==> src/rtl/sar.sv <==
// sar: control FSM for a 10-bit successive-approximation ADC.
// The one-hot strobe register doubles as the BIT10..BIT1 state index.
module sar (
  input  logic CLKS,
  input  logic rstn,
  input  logic D_GND,
  input  logic valid,
  input  logic outn,
  output logic CLK10,
  output logic CLK9,
  output logic CLK8,
  output logic CLK7,
  output logic CLK6,
  output logic CLK5,
  output logic CLK4,
  output logic CLK3,
  output logic CLK2,
  output logic CLK1,
  output logic CLKC,
  output logic D9,
  output logic D8,
  output logic D7,
  output logic D6,
  output logic D5,
  output logic D4,
  output logic D3,
  output logic D2,
  output logic D1,
  output logic D0
);
  typedef enum logic [1:0] {IDLE, SAMPLE, BITS, DONE} state_t;
  state_t state_q;
  logic [9:0] strb_q, work_q, work_d, d_q;
  logic clkc_q;
  // The active strobe selects which working bit takes this edge's decision.
  assign work_d = work_q | (strb_q & {10{~outn}});
  always_ff @(posedge CLKS or negedge rstn)
    if (!rstn) begin
      state_q <= IDLE;
      strb_q  <= '0;
      work_q  <= '0;
      d_q     <= '0;
      clkc_q  <= 1'b0;
    end else if (!D_GND) begin
      state_q <= IDLE;
      strb_q  <= '0;
      clkc_q  <= 1'b0;
    end else begin
      unique case (state_q)
        IDLE:   state_q <= SAMPLE;
        SAMPLE: begin
          state_q <= BITS;
          work_q  <= '0;
          strb_q  <= 10'h200;
          clkc_q  <= 1'b1;
        end
        BITS: if (valid) begin
          work_q <= work_d;
          strb_q <= strb_q >> 1;
          if (strb_q[0]) begin
            state_q <= DONE;
            d_q     <= work_d;
            clkc_q  <= 1'b0;
          end
        end
        DONE:   state_q <= SAMPLE;
      endcase
    end
  assign {CLK10, CLK9, CLK8, CLK7, CLK6, CLK5, CLK4, CLK3, CLK2, CLK1} = strb_q;
  assign {D9, D8, D7, D6, D5, D4, D3, D2, D1, D0} = d_q;
  assign CLKC = clkc_q;
endmodule

==> config.mk <==
export PLATFORM = sky130hd
export DESIGN_NAME = sar
export DESIGN_NICKNAME = d
export VERILOG_FILES = /design/src/rtl/sar.sv
export SDC_FILE = /design/constraint.sdc
export NUM_CORES = 1
export LEC_CHECK = 0
export BUFFER_PORTS_ARGS = -buffer_cell sky130_fd_sc_hd__buf_2
export CAP_MARGIN = 20
export CORE_ASPECT_RATIO = 0.5
export CORE_MARGIN = 4
export CORE_UTILIZATION = 54
export DETAILED_ROUTE_END_ITERATION = 10
export GPL_TIMING_DRIVEN = 0
export MAX_ROUTING_LAYER = met4
export PLACE_DENSITY_LB_ADDON = 0.05
export SYNTH_ARGS = -nofsm -noshare
export SYNTH_HDL_FRONTEND = slang
export SYNTH_SLANG_ARGS = --single-unit
export TNS_END_PERCENT = 30
==> constraint.sdc <==
create_clock -name CLKS -period 1.85 [get_ports CLKS]
set_input_delay 0.0925 -clock CLKS [delete_from_list [all_inputs] [get_ports CLKS]]
set_output_delay 0.0925 -clock CLKS [all_outputs]
set_load 0.005 [all_outputs]
==> results.py, run 1 <==
metrics = {
    "place": {
        "pre_cts_slack_ps": 403.4,
        "placed_area_um2": 1708,
        "numPortBuffers": 25,
        "dp_hpwl_um": 2278,
        "numPlacedInstances": 187,
        "place.gp.congestion": 0.7281,
    },
    "critical_path": {
        "critPathMaxFanout": 9,
        "crit_required_ps": 2070,
        "r2r_start": "state_q[0]$_DFFE_PN0P_",
        "arrival_ps": 1680,
        "r2r-end": "strb_q[4]$_DFFE_PN0P_",
        "end_kind": "register",
        "reg2reg_slack_ps": 390,
        "worstRegToRegCells": 5,
        "critPathKind": "reg -> reg",
        "cp-start-kind": "register",
    },
    "floorplanning": {
        "dieWidth_um": 83.44,
        "coreArea_um2": 2651,
        "rows": 13,
        "ioPinCount": 26,
        "initial_core_util": 0.5795,
        "die_area_um2": 3815,
        "die_h_um": 45.72,
    },
    "synth": {
        "ys.flop_type": "dfrtp_1",
        "synth_top_family_by_area": "compound AO/OA/AOI/OAI gates",
        "synthAdderAreaFrac": 0.02443,
        "synth-edff-count": 0,
        "ys_seq_elements": 33,
        "synthCells": 125,
        "synth-xor-area-share": 0,
        "synthMuxAreaShare": 0.02769,
        "synth_area_leaders": "dfrtp_1 (54%), a41oi_1 (6.3%), a32o_1 (5.9%)",
        "synth_top_cell_area_share": 0.5375,
        "syn_area_um2": 1536,
        "yosys-top-cells-count": "dfrtp_1 (33), inv_1 (12), nand2b_1 (12)",
        "synth-compound-area-share": 0.2459,
        "synth-seq-area-share": 0.5375,
        "ys_async_sr_fraction": 1.000,
        "synth_area_per_cell_um2": 12.29,
        "synthSimpleGateAreaFrac": 0.08306,
        "synth_top_cell_by_area": "dfrtp_1",
        "synth.most_common_cell": "dfrtp_1",
        "syn-num-nets": 133,
        "ys_warn_count": 0,
        "synth_cell_type_count": 22,
    },
    "cells_and_area": {
        "finish.instance_area_um2": 1834,
        "fill_cells": 203,
        "antenna_cells": 0,
        "syn_to_final_growth_pct": 19.38,
        "final_layout_size_suffix_gt1_frac": 0.2830,
        "final_cells": 196,
        "seqCellArea_um2": 825.8,
        "layout.nets": 166,
        "multi_input_area_um2": 585.6,
    },
    "clocking": {
        "cts_resized": 0,
        "h-tree-depth": 2,
        "cts_buffers": 5,
        "path_clk_slew_ps": 70,
        "clk_latency_ps": 290,
        "clock-sinks": 33,
        "cts_tree": "done",
        "cts-root-buf": "clkbuf_8",
        "clk_path_buf_depth": 2,
    },
    "timing": {
        "period_needed_ps": 1463,
        "rsz0062_at_grt": "no",
        "setup_ws_ps": 387.5,
        "worst_pin_slew_ps": 736.2,
        "relSlewSlack": 0.5092,
        "max_freq_mhz": 683.8,
        "setup_violations": 0,
        "hold_violations": 0,
        "finClkSkew_ps": 3.925,
        "slew_violations": 0,
        "finalSetupTns_ps": 0,
        "period_share": 0.7905,
    },
    "grt": {
        "grt_pass1_wl_um": 5789,
        "gr-total-overflow": 0,
        "grt_max_degree": 34,
        "grt_pass1_vias": 1121,
        "grt_usage": 0.2130,
        "antenna_found_initial": 0,
    },
    "drt": {
        "wire_per_inst_um": 18.42,
        "dr.pass1.iters": 4,
        "drc_errors": 0,
        "postRouteAntennaNets": 0,
        "drt-total-wl_um": 3611,
        "viasPerCell": 6.066,
        "vias": 1189,
        "drt_iter0_markers": 129,
    },
    "hold_path": {
        "min_path_type": "in -> reg",
        "hold_depth": 3,
        "hold_end": "strb_q[9]$_DFFE_PN0P_",
        "min-delay-start": "valid",
    },
    "flow_run": {
        "maxCapViolCount": 0,
    },
    "pwr": {
        "p_leak_nw": 0.8875,
        "power_mw": 1.926,
        "power-per-cell-area_nw_per_um2": 1050,
        "ir_drop_mv": 0.7306,
    },
    "outcome": {
        "status": "finished, final reports clean",
    },
}
-- layer usage --
metal / global-route usage / vias to the layer above / share of wire
li1: - / 540 / -
met1: 0.2872 / 596 / 0.48
met2: 0.3105 / 47 / 0.43
met3: 0.07942 / 6 / 0.074
met4: 0.04808 / 0 / 0.0083
met5: - / - / 0
-- worst max-delay path by stage --
stage	start	endpoint	slack, ps	cells past startpoint
floorplan	state_q[0]$_DFFE_PN0P_	work_q[0]$_DFFE_PN0P_	490	6
global placement	state_q[0]$_DFFE_PN0P_	state_q[1]$_DFFE_PN0P_	410	5
detailed placement	state_q[0]$_DFFE_PN0P_	work_q[9]$_DFFE_PN0P_	400	6
CTS	state_q[0]$_DFFE_PN0P_	work_q[9]$_DFFE_PN0P_	390	6
global route	state_q[0]$_DFFE_PN0P_	state_q[0]$_DFFE_PN0P_	280	5
finish	state_q[0]$_DFFE_PN0P_	strb_q[4]$_DFFE_PN0P_	390	5
-- registers in the layout (all words and copies together) (netlist names) --
register,count
state_q,2
work_q,10
d_q,10
CLKC,1
strb_q,10
-- final cells by class --
class,instances,area share
well taps,37,0.02524
multi-input cells,69,0.3192
plain buffers,11,0.04366
flip-flops and latches,33,0.4502
clock buffers,7,0.04707
inverters,12,0.02456
clock inverters,1,0.01637
repair buffers,26,0.07367
-- critical path: stages, from the launching register on --
cell and delay (ps):
dfrtp_1 410, inv_1 70, ha_1 130, buf_4 160, mux2i_4 400, a32o_1 230
-- stage by stage --
step                hold WS [ps]    util
floorplan                 -203.1       -
global placement           195.0  0.6442
detailed placement         201.4  0.6442
CTS                        209.0  0.6918
global route               234.7  0.6918
finish                     212.3  0.6918
-- layout by cell type (no fill, tap or decap), types with 2 or more instances in the layout --
cell / n
a21boi_0: 3
a22o_1: 10
a31oi_1: 9
a32o_1: 9
a41oi_1: 11
buf_2: 29
buf_4: 3
buf_6: 3
clkbuf_1: 2
clkbuf_8: 6
dfrtp_1: 33
ha_1: 3
inv_1: 12
mux2i_1: 2
nand2_1: 2
nand2b_1: 12
o21bai_1: 2
-- cell families (layout without fill, tap and decap cells) --
logic type,Yosys count,in the layout
AO/OA/AOI/OAI,45,45
adder cells (fa/ha/maj),3,3
buffers and inverters,23,57
flip-flops,33,33
multiplexers,3,3
AND/OR/NAND/NOR,18,18
-- power by group --
part,switching (mW),internal (mW),leakage [nW]
clock,0.270,0.439,0.0585
sequential,0.0424,0.763,0.457
combinational,0.241,0.170,0.373
-- what timing repair did --
action	4_1_cts	5_1_grt
endpoints found under the hold margin	33	0
setup buffers	0	0
hold buffers	1	0
No activity file was read; power rests on OpenSTA's default activity.
==> run 2, diff against run 1 <==
Clock period 1.85 ns to 1.5 ns, I/O delays scaled along.
==> run 2 against run 1 <==
  * Power grew 27%
  * Critical endpoint is now work_q[9]$_DFFE_PN0P_
  * Via count grew 1.9%
  * Maximum frequency grew 1.6%
  * Highest routed layer unchanged
  * Sequential power grew 23%
  * Non-clock buffer count is the same
==> results.py, run 2 (synthesis gave the netlist of run 1 again) <==
metrics = {
    "flow_run": {
        "maxCapViolCount": 0,
    },
    "critical_path": {
        "end_kind": "register",
        "critPathMaxFanout": 10,
        "critPathKind": "reg -> reg",
        "arrival_ps": 1610,
        "crit_required_ps": 1670,
        "cp-start-kind": "register",
    },
    "timing": {
        "period_share": 0.9600,
        "finalSetupTns_ps": 0,
        "finClkSkew_ps": 5.302,
        "max_freq_mhz": 694.5,
        "relSlewSlack": 0.5123,
        "holdWs_ps": 237.4,
        "setup_violations": 0,
        "period_needed_ps": 1440,
        "worst_pin_slew_ps": 731.5,
        "hold_violations": 0,
        "slew_violations": 0,
    },
    "clocking": {
        "h-tree-depth": 2,
        "clk_latency_ps": 290,
        "cts_buffers": 5,
        "path_clk_slew_ps": 70,
        "cts-root-buf": "clkbuf_8",
        "clk_path_buf_depth": 2,
        "clock-sinks": 33,
        "post_cts_buffers": 0,
        "cts_tree": "done",
    },
    "drt": {
        "drc_errors": 0,
        "vias": 1212,
        "wire_per_inst_um": 18.66,
        "dr.pass1.iters": 4,
        "drt-total-wl_um": 3676,
        "viasPerCell": 6.152,
        "postRouteAntennaNets": 0,
        "drt_iter0_markers": 117,
    },
    "pwr": {
        "p_leak_nw": 0.8913,
        "power-per-cell-area_nw_per_um2": 1312,
        "ir_drop_mv": 0.8468,
        "power_mw": 2.437,
    },
    "floorplanning": {
        "die_area_um2": 3815,
        "dieWidth_um": 83.44,
        "ioPinCount": 26,
        "initial_core_util": 0.5795,
        "rows": 13,
        "coreArea_um2": 2651,
        "die_h_um": 45.72,
    },
    "cells_and_area": {
        "layout_common_cells": "dfrtp_1 (33), buf_2 (28), inv_1 (12), nand2b_1 (12), a41oi_1 (11)",
        "antenna_cells": 0,
        "syn_to_final_growth_pct": 20.85,
        "layout.nets": 167,
        "largestRegisters": "d_q x10, strb_q x10, work_q x10",
        "final_common_cell": "dfrtp_1",
        "final_layout_size_suffix_gt1_frac": 0.2938,
    },
    "grt": {
        "grt_pass1_vias": 1121,
        "gr-total-overflow": 0,
        "antenna_found_initial": 0,
        "grt_pass1_wl_um": 5789,
        "grt_usage": 0.2130,
        "grt_max_degree": 34,
    },
    "place": {
        "dp_hpwl_um": 2278,
        "place.gp.congestion": 0.7281,
        "numPortBuffers": 25,
    },
    "hold_path": {
        "min_path_type": "in -> reg",
    },
    "outcome": {
        "status": "finished, final reports clean",
    },
}
[run 2: layout make-up]
class / instances / area, um^2
flip-flops and latches: 33 / 825.8
fillers: 202 / 794.5
clock buffers: 7 / 86.33
repair buffers: 26 / 135.1
clock inverters: 1 / 30.03
well taps: 37 / 46.29
multi-input cells: 70 / 601.8
inverters: 12 / 45.04
plain buffers: 11 / 86.33
[run 2: power breakdown]
part	internal, mW	switching (mW)	leakage (nW)
Combinational	0.247	0.321	0.376
Clock	0.542	0.334	0.0585
Sequential	0.941	0.0521	0.457
[run 2: timing repair]
item / in CTS / in global routing
endpoints found under the setup margin: 0 / 22
gates resized for setup: 0 / 5
hold endpoints to repair: 33 / 0
hold buffers: 1 / 0
[run 2: worst max-delay path: stages (launching register included)]
cell and delay (ps):
dfrtp_1 390, inv_1 60, ha_1 200, buf_6 150, nand3b_4 240, a22o_1 280
[run 2: path summary, 6_finish.rpt]
kind                                        start                     end  slack [ps]  cells after the start
min in group asynchronous                    rstn      d_q[0]$_DFFE_PN0P_         380                      2
max in group asynchronous                    rstn      d_q[9]$_DFFE_PN0P_         650                      2
setup reg to reg           state_q[0]$_DFFE_PN0P_   work_q[9]$_DFFE_PN0P_          60                      5
setup / recovery           state_q[0]$_DFFE_PN0P_   work_q[9]$_DFFE_PN0P_          60                      5
hold / removal                              D_GND  state_q[1]$_DFFE_PN0P_         240                      4
hold reg to reg             work_q[7]$_DFFE_PN0P_   work_q[7]$_DFFE_PN0P_         510                      1
[run 2: metrics by stage]
stage | setup slack [ps] | utilization | cells | instance area, um^2
3_5_place_dp | 53.39 | 0.6442 | 187 | 1708
5_1_grt | -2.638 | 0.7003 | 197 | 1857
4_1_cts | 40.39 | 0.6918 | 196 | 1834
2_1_floorplan | 140.5 | - | 125 | 1536
3_3_place_gp | 64.34 | 0.6442 | 187 | 1708
6_report | 60.03 | 0.7003 | 197 | 1857
[run 2: per-layer routing]
layer,up-vias,global-route usage,routed length (um)
li1,543,-,-
met5,-,-,0
met4,0,0.04808,30
met1,605,0.2872,1609
met2,59,0.3105,1707
met3,5,0.07942,328
